===== src/rtl/sd_cmd_pkg.sv =====
// Shared definitions for the SD CMD-line serial receiver and transmitter:
// one-hot state encoding, CRC7 polynomial, frame delimiter bits and a
// single-step CRC7 helper.
package sd_cmd_pkg;

    // One-hot receiver states (6 bits, one per state)
    typedef enum logic [5:0] {
        ST_IDLE  = 6'b000001,
        ST_HUNT  = 6'b000010,
        ST_SHIFT = 6'b000100,
        ST_CRC   = 6'b001000,
        ST_STOP  = 6'b010000,
        ST_DONE  = 6'b100000
    } stp_state_t;

    // x^7 + x^3 + 1, with the x^7 term implicit
    localparam logic [6:0] CRC7_POLY = 7'h09;
    localparam logic       START_BIT = 1'b0;
    localparam logic       END_BIT   = 1'b1;
    localparam int         CRC_BITS  = 7;

    // Advance a CRC7 register by one serial bit, MSB first
    function automatic logic [6:0] crc7_step(input logic [6:0] crc, input logic din);
        logic fb;
        fb = din ^ crc[6];
        return {crc[5:0], 1'b0} ^ (fb ? CRC7_POLY : 7'h00);
    endfunction

endpackage


===== src/rtl/sd_crc7.sv =====
// Serial CRC7 generator (x^7 + x^3 + 1, init 0), one bit per enabled cycle.
// clr has priority over en so a frame can be restarted in the same cycle.
module sd_crc7
    import sd_cmd_pkg::*;
(
    input  logic       sd_clock,
    input  logic       reset,
    input  logic       clr,
    input  logic       en,
    input  logic       din,
    output logic [6:0] crc
);

    logic [6:0] crc_reg;

    // CRC register: async clear, sync clear, then serial update
    always_ff @(posedge sd_clock or negedge reset) begin
        if (!reset) begin
            crc_reg <= '0;
        end else if (clr) begin
            crc_reg <= '0;
        end else if (en) begin
            crc_reg <= crc7_step(crc_reg, din);
        end
    end

    assign crc = crc_reg;

endmodule


===== src/rtl/cmd_receptor_stp.sv =====
// Serial-to-parallel receiver for SD CMD-line responses.
// Hunts for the start bit, shifts in DATA_W payload bits MSB first,
// optionally captures and checks a trailing CRC7, samples the end bit and
// then holds the result with reception_complete until the controller clears
// it with reset_wrapper. Timeouts are handled by the controller.
module cmd_receptor_stp
    import sd_cmd_pkg::*;
#(
    parameter int DATA_W = 15,
    parameter int CRC_EN = 0
) (
    input  logic              sd_clock,
    input  logic              reset,
    input  logic              reset_wrapper,
    input  logic              enable_stp_wrapper,
    input  logic              cmd_in,
    output logic [DATA_W-1:0] pad_response,
    output logic              reception_complete,
    output logic              framing_error,
    output logic              crc_error
);

    // The counter is shared by payload and CRC phases, so it must reach 6 too
    localparam int CNT_W = ($clog2(DATA_W) < 3) ? 3 : $clog2(DATA_W);
    localparam logic [CNT_W-1:0] CNT_LAST_DATA = CNT_W'(DATA_W - 1);
    localparam logic [CNT_W-1:0] CNT_LAST_CRC  = CNT_W'(CRC_BITS - 1);

    stp_state_t        state_reg;
    stp_state_t        state_next;
    logic [CNT_W-1:0]  cnt_reg;
    logic [DATA_W-1:0] shreg_reg;
    logic [6:0]        rx_crc_reg;
    logic [DATA_W-1:0] pad_response_reg;
    logic              complete_reg;
    logic              framing_error_reg;
    logic              crc_error_reg;

    logic              crc_clr;
    logic              crc_en;
    logic [6:0]        calc_crc;

    // Running CRC over start bit + payload
    sd_crc7 u_crc7 (
        .sd_clock (sd_clock),
        .reset    (reset),
        .clr      (crc_clr),
        .en       (crc_en),
        .din      (cmd_in),
        .crc      (calc_crc)
    );

    // State register
    always_ff @(posedge sd_clock or negedge reset) begin
        if (!reset) begin
            state_reg <= ST_IDLE;
        end else begin
            state_reg <= state_next;
        end
    end

    // Next-state and CRC control; a controller clear overrides everything,
    // and losing enable mid-frame abandons the frame (DONE is sticky)
    always_comb begin
        state_next = state_reg;
        crc_clr    = 1'b0;
        crc_en     = 1'b0;
        if (reset_wrapper) begin
            state_next = ST_IDLE;
            crc_clr    = 1'b1;
        end else begin
            case (state_reg)
                ST_IDLE: begin
                    crc_clr = 1'b1;
                    if (enable_stp_wrapper) begin
                        state_next = ST_HUNT;
                    end
                end
                ST_HUNT: begin
                    if (!enable_stp_wrapper) begin
                        state_next = ST_IDLE;
                    end else if (cmd_in == START_BIT) begin
                        // Start bit seeds the CRC
                        crc_en     = 1'b1;
                        state_next = ST_SHIFT;
                    end
                end
                ST_SHIFT: begin
                    if (!enable_stp_wrapper) begin
                        state_next = ST_IDLE;
                    end else begin
                        crc_en = 1'b1;
                        if (cnt_reg == CNT_LAST_DATA) begin
                            state_next = (CRC_EN != 0) ? ST_CRC : ST_STOP;
                        end
                    end
                end
                ST_CRC: begin
                    if (!enable_stp_wrapper) begin
                        state_next = ST_IDLE;
                    end else if (cnt_reg == CNT_LAST_CRC) begin
                        state_next = ST_STOP;
                    end
                end
                ST_STOP: begin
                    state_next = enable_stp_wrapper ? ST_DONE : ST_IDLE;
                end
                ST_DONE: begin
                    state_next = ST_DONE;
                end
                default: begin
                    state_next = ST_IDLE;
                end
            endcase
        end
    end

    // Datapath: bit counter, shift registers and result/flag registers
    always_ff @(posedge sd_clock or negedge reset) begin
        if (!reset) begin
            cnt_reg           <= '0;
            shreg_reg         <= '0;
            rx_crc_reg        <= '0;
            pad_response_reg  <= '0;
            complete_reg      <= 1'b0;
            framing_error_reg <= 1'b0;
            crc_error_reg     <= 1'b0;
        end else if (reset_wrapper) begin
            cnt_reg           <= '0;
            shreg_reg         <= '0;
            rx_crc_reg        <= '0;
            pad_response_reg  <= '0;
            complete_reg      <= 1'b0;
            framing_error_reg <= 1'b0;
            crc_error_reg     <= 1'b0;
        end else begin
            case (state_reg)
                ST_IDLE: begin
                    // Discard any partially received frame
                    cnt_reg    <= '0;
                    shreg_reg  <= '0;
                    rx_crc_reg <= '0;
                end
                ST_HUNT: begin
                    cnt_reg <= '0;
                end
                ST_SHIFT: begin
                    if (enable_stp_wrapper) begin
                        shreg_reg <= {shreg_reg[DATA_W-2:0], cmd_in};
                        cnt_reg   <= (cnt_reg == CNT_LAST_DATA) ? '0 : cnt_reg + 1'b1;
                    end
                end
                ST_CRC: begin
                    if (enable_stp_wrapper) begin
                        rx_crc_reg <= {rx_crc_reg[5:0], cmd_in};
                        cnt_reg    <= cnt_reg + 1'b1;
                    end
                end
                ST_STOP: begin
                    // Results are published only when the frame is kept
                    if (enable_stp_wrapper) begin
                        pad_response_reg  <= shreg_reg;
                        framing_error_reg <= (cmd_in != END_BIT);
                        crc_error_reg     <= (CRC_EN != 0) && (rx_crc_reg != calc_crc);
                    end
                end
                ST_DONE: begin
                    complete_reg <= 1'b1;
                end
                default: begin
                    cnt_reg <= '0;
                end
            endcase
        end
    end

    assign pad_response       = pad_response_reg;
    assign reception_complete = complete_reg;
    assign framing_error      = framing_error_reg;
    assign crc_error          = crc_error_reg;

endmodule

===== config.mk =====
export PLATFORM = sky130hd
export DESIGN_NAME = cmd_receptor_stp
export DESIGN_NICKNAME = d
export VERILOG_FILES = /design/src/rtl/sd_cmd_pkg.sv /design/src/rtl/sd_crc7.sv /design/src/rtl/cmd_receptor_stp.sv
export SDC_FILE = /design/constraint.sdc
export NUM_CORES = 1
export LEC_CHECK = 0
export ABC_AREA = 1
export CORE_MARGIN = 1
export CORE_UTILIZATION = 55
export DETAILED_ROUTE_END_ITERATION = 8
export PLACE_DENSITY = 0.79
export SYNTH_ARGS = -nofsm -noshare
export SYNTH_HDL_FRONTEND = slang
export SYNTH_HIERARCHICAL = 1
export SYNTH_SLANG_ARGS = --single-unit

===== constraint.sdc =====
create_clock -name sd_clock -period 2.05 [get_ports sd_clock]
set_input_delay 0.3075 -clock sd_clock [delete_from_list [all_inputs] [get_ports sd_clock]]
set_output_delay 0.3075 -clock sd_clock [all_outputs]
set_load 0.02 [all_outputs]

==> results_dict.tcl <==
set metrics [dict create \
    outcome "finished, violations left" \
    failing_checks "negative hold slack" \
    pwr-share-clk_pct 29.4 \
    largest_net_degree_at_the_start_of_global_routing 42 \
    final_min_period_over_clock_period_pct 80.2 \
    number_of_design_rule_violations_left_after_detail_routing 0 \
    final-hold-violation-count 8 \
    clock_sinks 41 \
    antenna_found_initial 0 \
    n_antenna_cell 0 \
    setup-violations-final 0 \
    switchingPower_uw 374 \
    post_cts.repair.setup_buffers 0 \
    die_x_um 61.9 \
    cp.buffers_inverters 1 \
    max_slew.worst_pin.slew_ns 0.503 \
    min_path_type "primary input to asynchronous set/reset pin" \
    max-cap-violations 0 \
    finalHoldWorstSlack_ns -0.0157 \
    cts_hold_repair.buffers 0 \
    power.total_uw 1400 \
    max_freq_mhz 608 \
    synth_fp_nets 237 \
    dr.pass1.iters 5 \
    dr_total_vias 1594 \
    timing.clock.skew_ns 0.0109 \
    grt_overflow 0 \
    timing.setup.tns_ns 0 \
    grt_pass1_vias 1354 \
    timing.critical_path.arrival_ns 1.34 \
    setup.worst_path.start_class "flop" \
    critPathKind "flop to output port" \
    port_buffers 21 \
    min_period_ns 1.64 \
    syn_area_um2 1970 \
    tritoncts.num_buffers 5 \
    grt_util_all_layers_pct 22.2 \
    drtIter0Drc 104 \
    num_rows 21 \
    leakage_power_uw 0.00117 \
    ant_nets 0 \
    clk_pin_slew_ns 0.12 \
    cts-root-buf "clkbuf_4" \
    core_area_um2 3390 \
    layout-drive-gt1-share_pct 11.9 \
    globalplace.congestion 0.778 \
    dpl.hpwl_um 2480 \
    io-pin-count 23 \
    most_frequent_standard_cell_in_the_layout_excluding_fill_and_tap_cells "nand2_1" \
    worstSetupEndpointType "output port" \
    grt_first_pass_wirelength_um 6010 \
    power_switching_share_pct 26.7 \
    max-slew-margin-rel_pct 66.4 \
    sequential_element_share_of_the_synthesized_area_pct 52.0 \
    postSynthRegisterBits 41 \
    critPathMaxFanout 2 \
    critical_path.top_delay_family "buffers and inverters" \
    dieArea_um2 3830 \
    synthFlopType "dfrtp_1" \
    power.share.sequential_pct 59.3 \
    timing.critical_path.cells "clkdlybuf4s50_1" \
    critical-path-slowest-cell "clkdlybuf4s50_1" \
    leading_cell_types_in_the_layout_fill_and_taps_excluded "nand2_1 (75), nand3_1 (42), dfrtp_1 (40)" \
    clkLatencyLatePin_ns 0.36 \
    max_slew_violation_count 0 \
    post_cts.resized_instances 0 \
    synth_async_sr_flop_share_pct 100 \
    initial_utilization_pct 58.3 \
    power.density_nw_per_um2 619 \
    cts_max_path_buffers 2 \
    routed_wl_um 3740 \
    routed_via_density 5.33 \
    synth_cell_type_count 28 \
    critical_path_required_ns 1.74 \
    comb_power_share_pct 11.2 \
    avgRoutedWirePerCell_um 12.5 \
    critPathMaxStageDelay_ns 0.61 \
    postSynthAreaPerCell_um2 8.58 \
    synth_warnings 6 \
    synth-edff-count 0 \
    tritoncts "yes" \
    die_h_um 61.9 \
    nNetsFinal 260 \
    intPower_uw 1030 \
    final_core_utilization_pct 66.9 \
    rsz_0062_raised_after_global_routing "no" \
    cts-htree-levels 2 \
    ir_worst_vdd_mv 0.426 \
    synthesis.instances 230 \
    flow.area_growth_from_synthesis_pct 14.9 \
]
-- cell families (layout without fill, tap and decap cells) --
kind of cell | count (synthesis) | after routing | synth area share, %
simple gates | 155 | 155 | 37.5
flops | 41 | 41 | 52.0
buf+inv | 24 | 47 | 6.40
compound gates | 7 | 7 | 2.66
fa+ha+maj | 2 | 2 | 1.27
other cells | 1 | 1 | 0.190
-- area by class of cell --
class | instances | area [um^2]
Sequential cell | 41 | 1030
Clock inverter | 1 | 7.51
Fill cell | 278 | 1120
Clock buffer | 6 | 51.3
Inverter | 12 | 46.3
Tap cell | 46 | 57.6
Timing Repair Buffer | 28 | 258
Multi-Input combinational cell | 165 | 821
-- cell usage after synthesis (3+ instances only) --
cell type	number	area, um^2
inv_1	9	33.8
a21oi_1	3	15.0
nor2_4	3	33.8
nand3_1	42	210
nand2_1	75	282
dfrtp_1	40	1000
buf_4	5	37.5
clkbuf_1	4	15.0
nor2_1	9	33.8
nand4_1	17	106
-- power by group through the flow --
stage | Sequential (uW) | Clock (uW) | Combinational, uW
final | 833 | 413 | 157
after CTS | 833 | 419 | 158
after detailed placement | 849 | 0 | 157
after floorplan | 847 | 0 | 119
after global placement | 848 | 0 | 157
after global routing | 836 | 456 | 176
-- through the flow --
| stage | worst slack (ns) | instance area (um^2) | hold WS (ns) | std cells |
|---|---|---|---|---|
| 6_report | 0.407 | 2270 | -0.0157 | 299 |
| 3_3_place_gp | 0.442 | 2210 | 0.393 | 292 |
| 3_5_place_dp | 0.409 | 2210 | 0.400 | 292 |
| 4_1_cts | 0.389 | 2270 | 0.0143 | 299 |
| 5_1_grt | 0.341 | 2270 | 0.0203 | 299 |
| 2_1_floorplan | 0.785 | 1970 | 0.0119 | 230 |
-- metal layers --
metal	wire (um)	vias up	GRT usage [%]	share of wire [%]
met5	0	-	0	0
met4	61	0	8.57	1.6
met3	161	7	6.21	4.3
met2	1700	40	34.7	46
met1	1810	741	29.5	48
li1	-	806	-	-
-- path summary, 6_finish.rpt --
kind	start	endpoint	slack [ns]	cells after the start
setup / recovery	pad_response[6]	pad_response[6]	0.41	1
hold / removal	reset	pad_response[4]	-0.02	2
setup reg to reg	state_reg[2]	framing_error	0.56	6
hold reg to reg	shreg_reg[10]	shreg_reg[10]	0.51	2
max in group asynchronous	reset	state_reg[0]	1.69	2
min in group sd_clock	shreg_reg[10]	shreg_reg[10]	0.51	2
(Power assumes the default switching activity.)
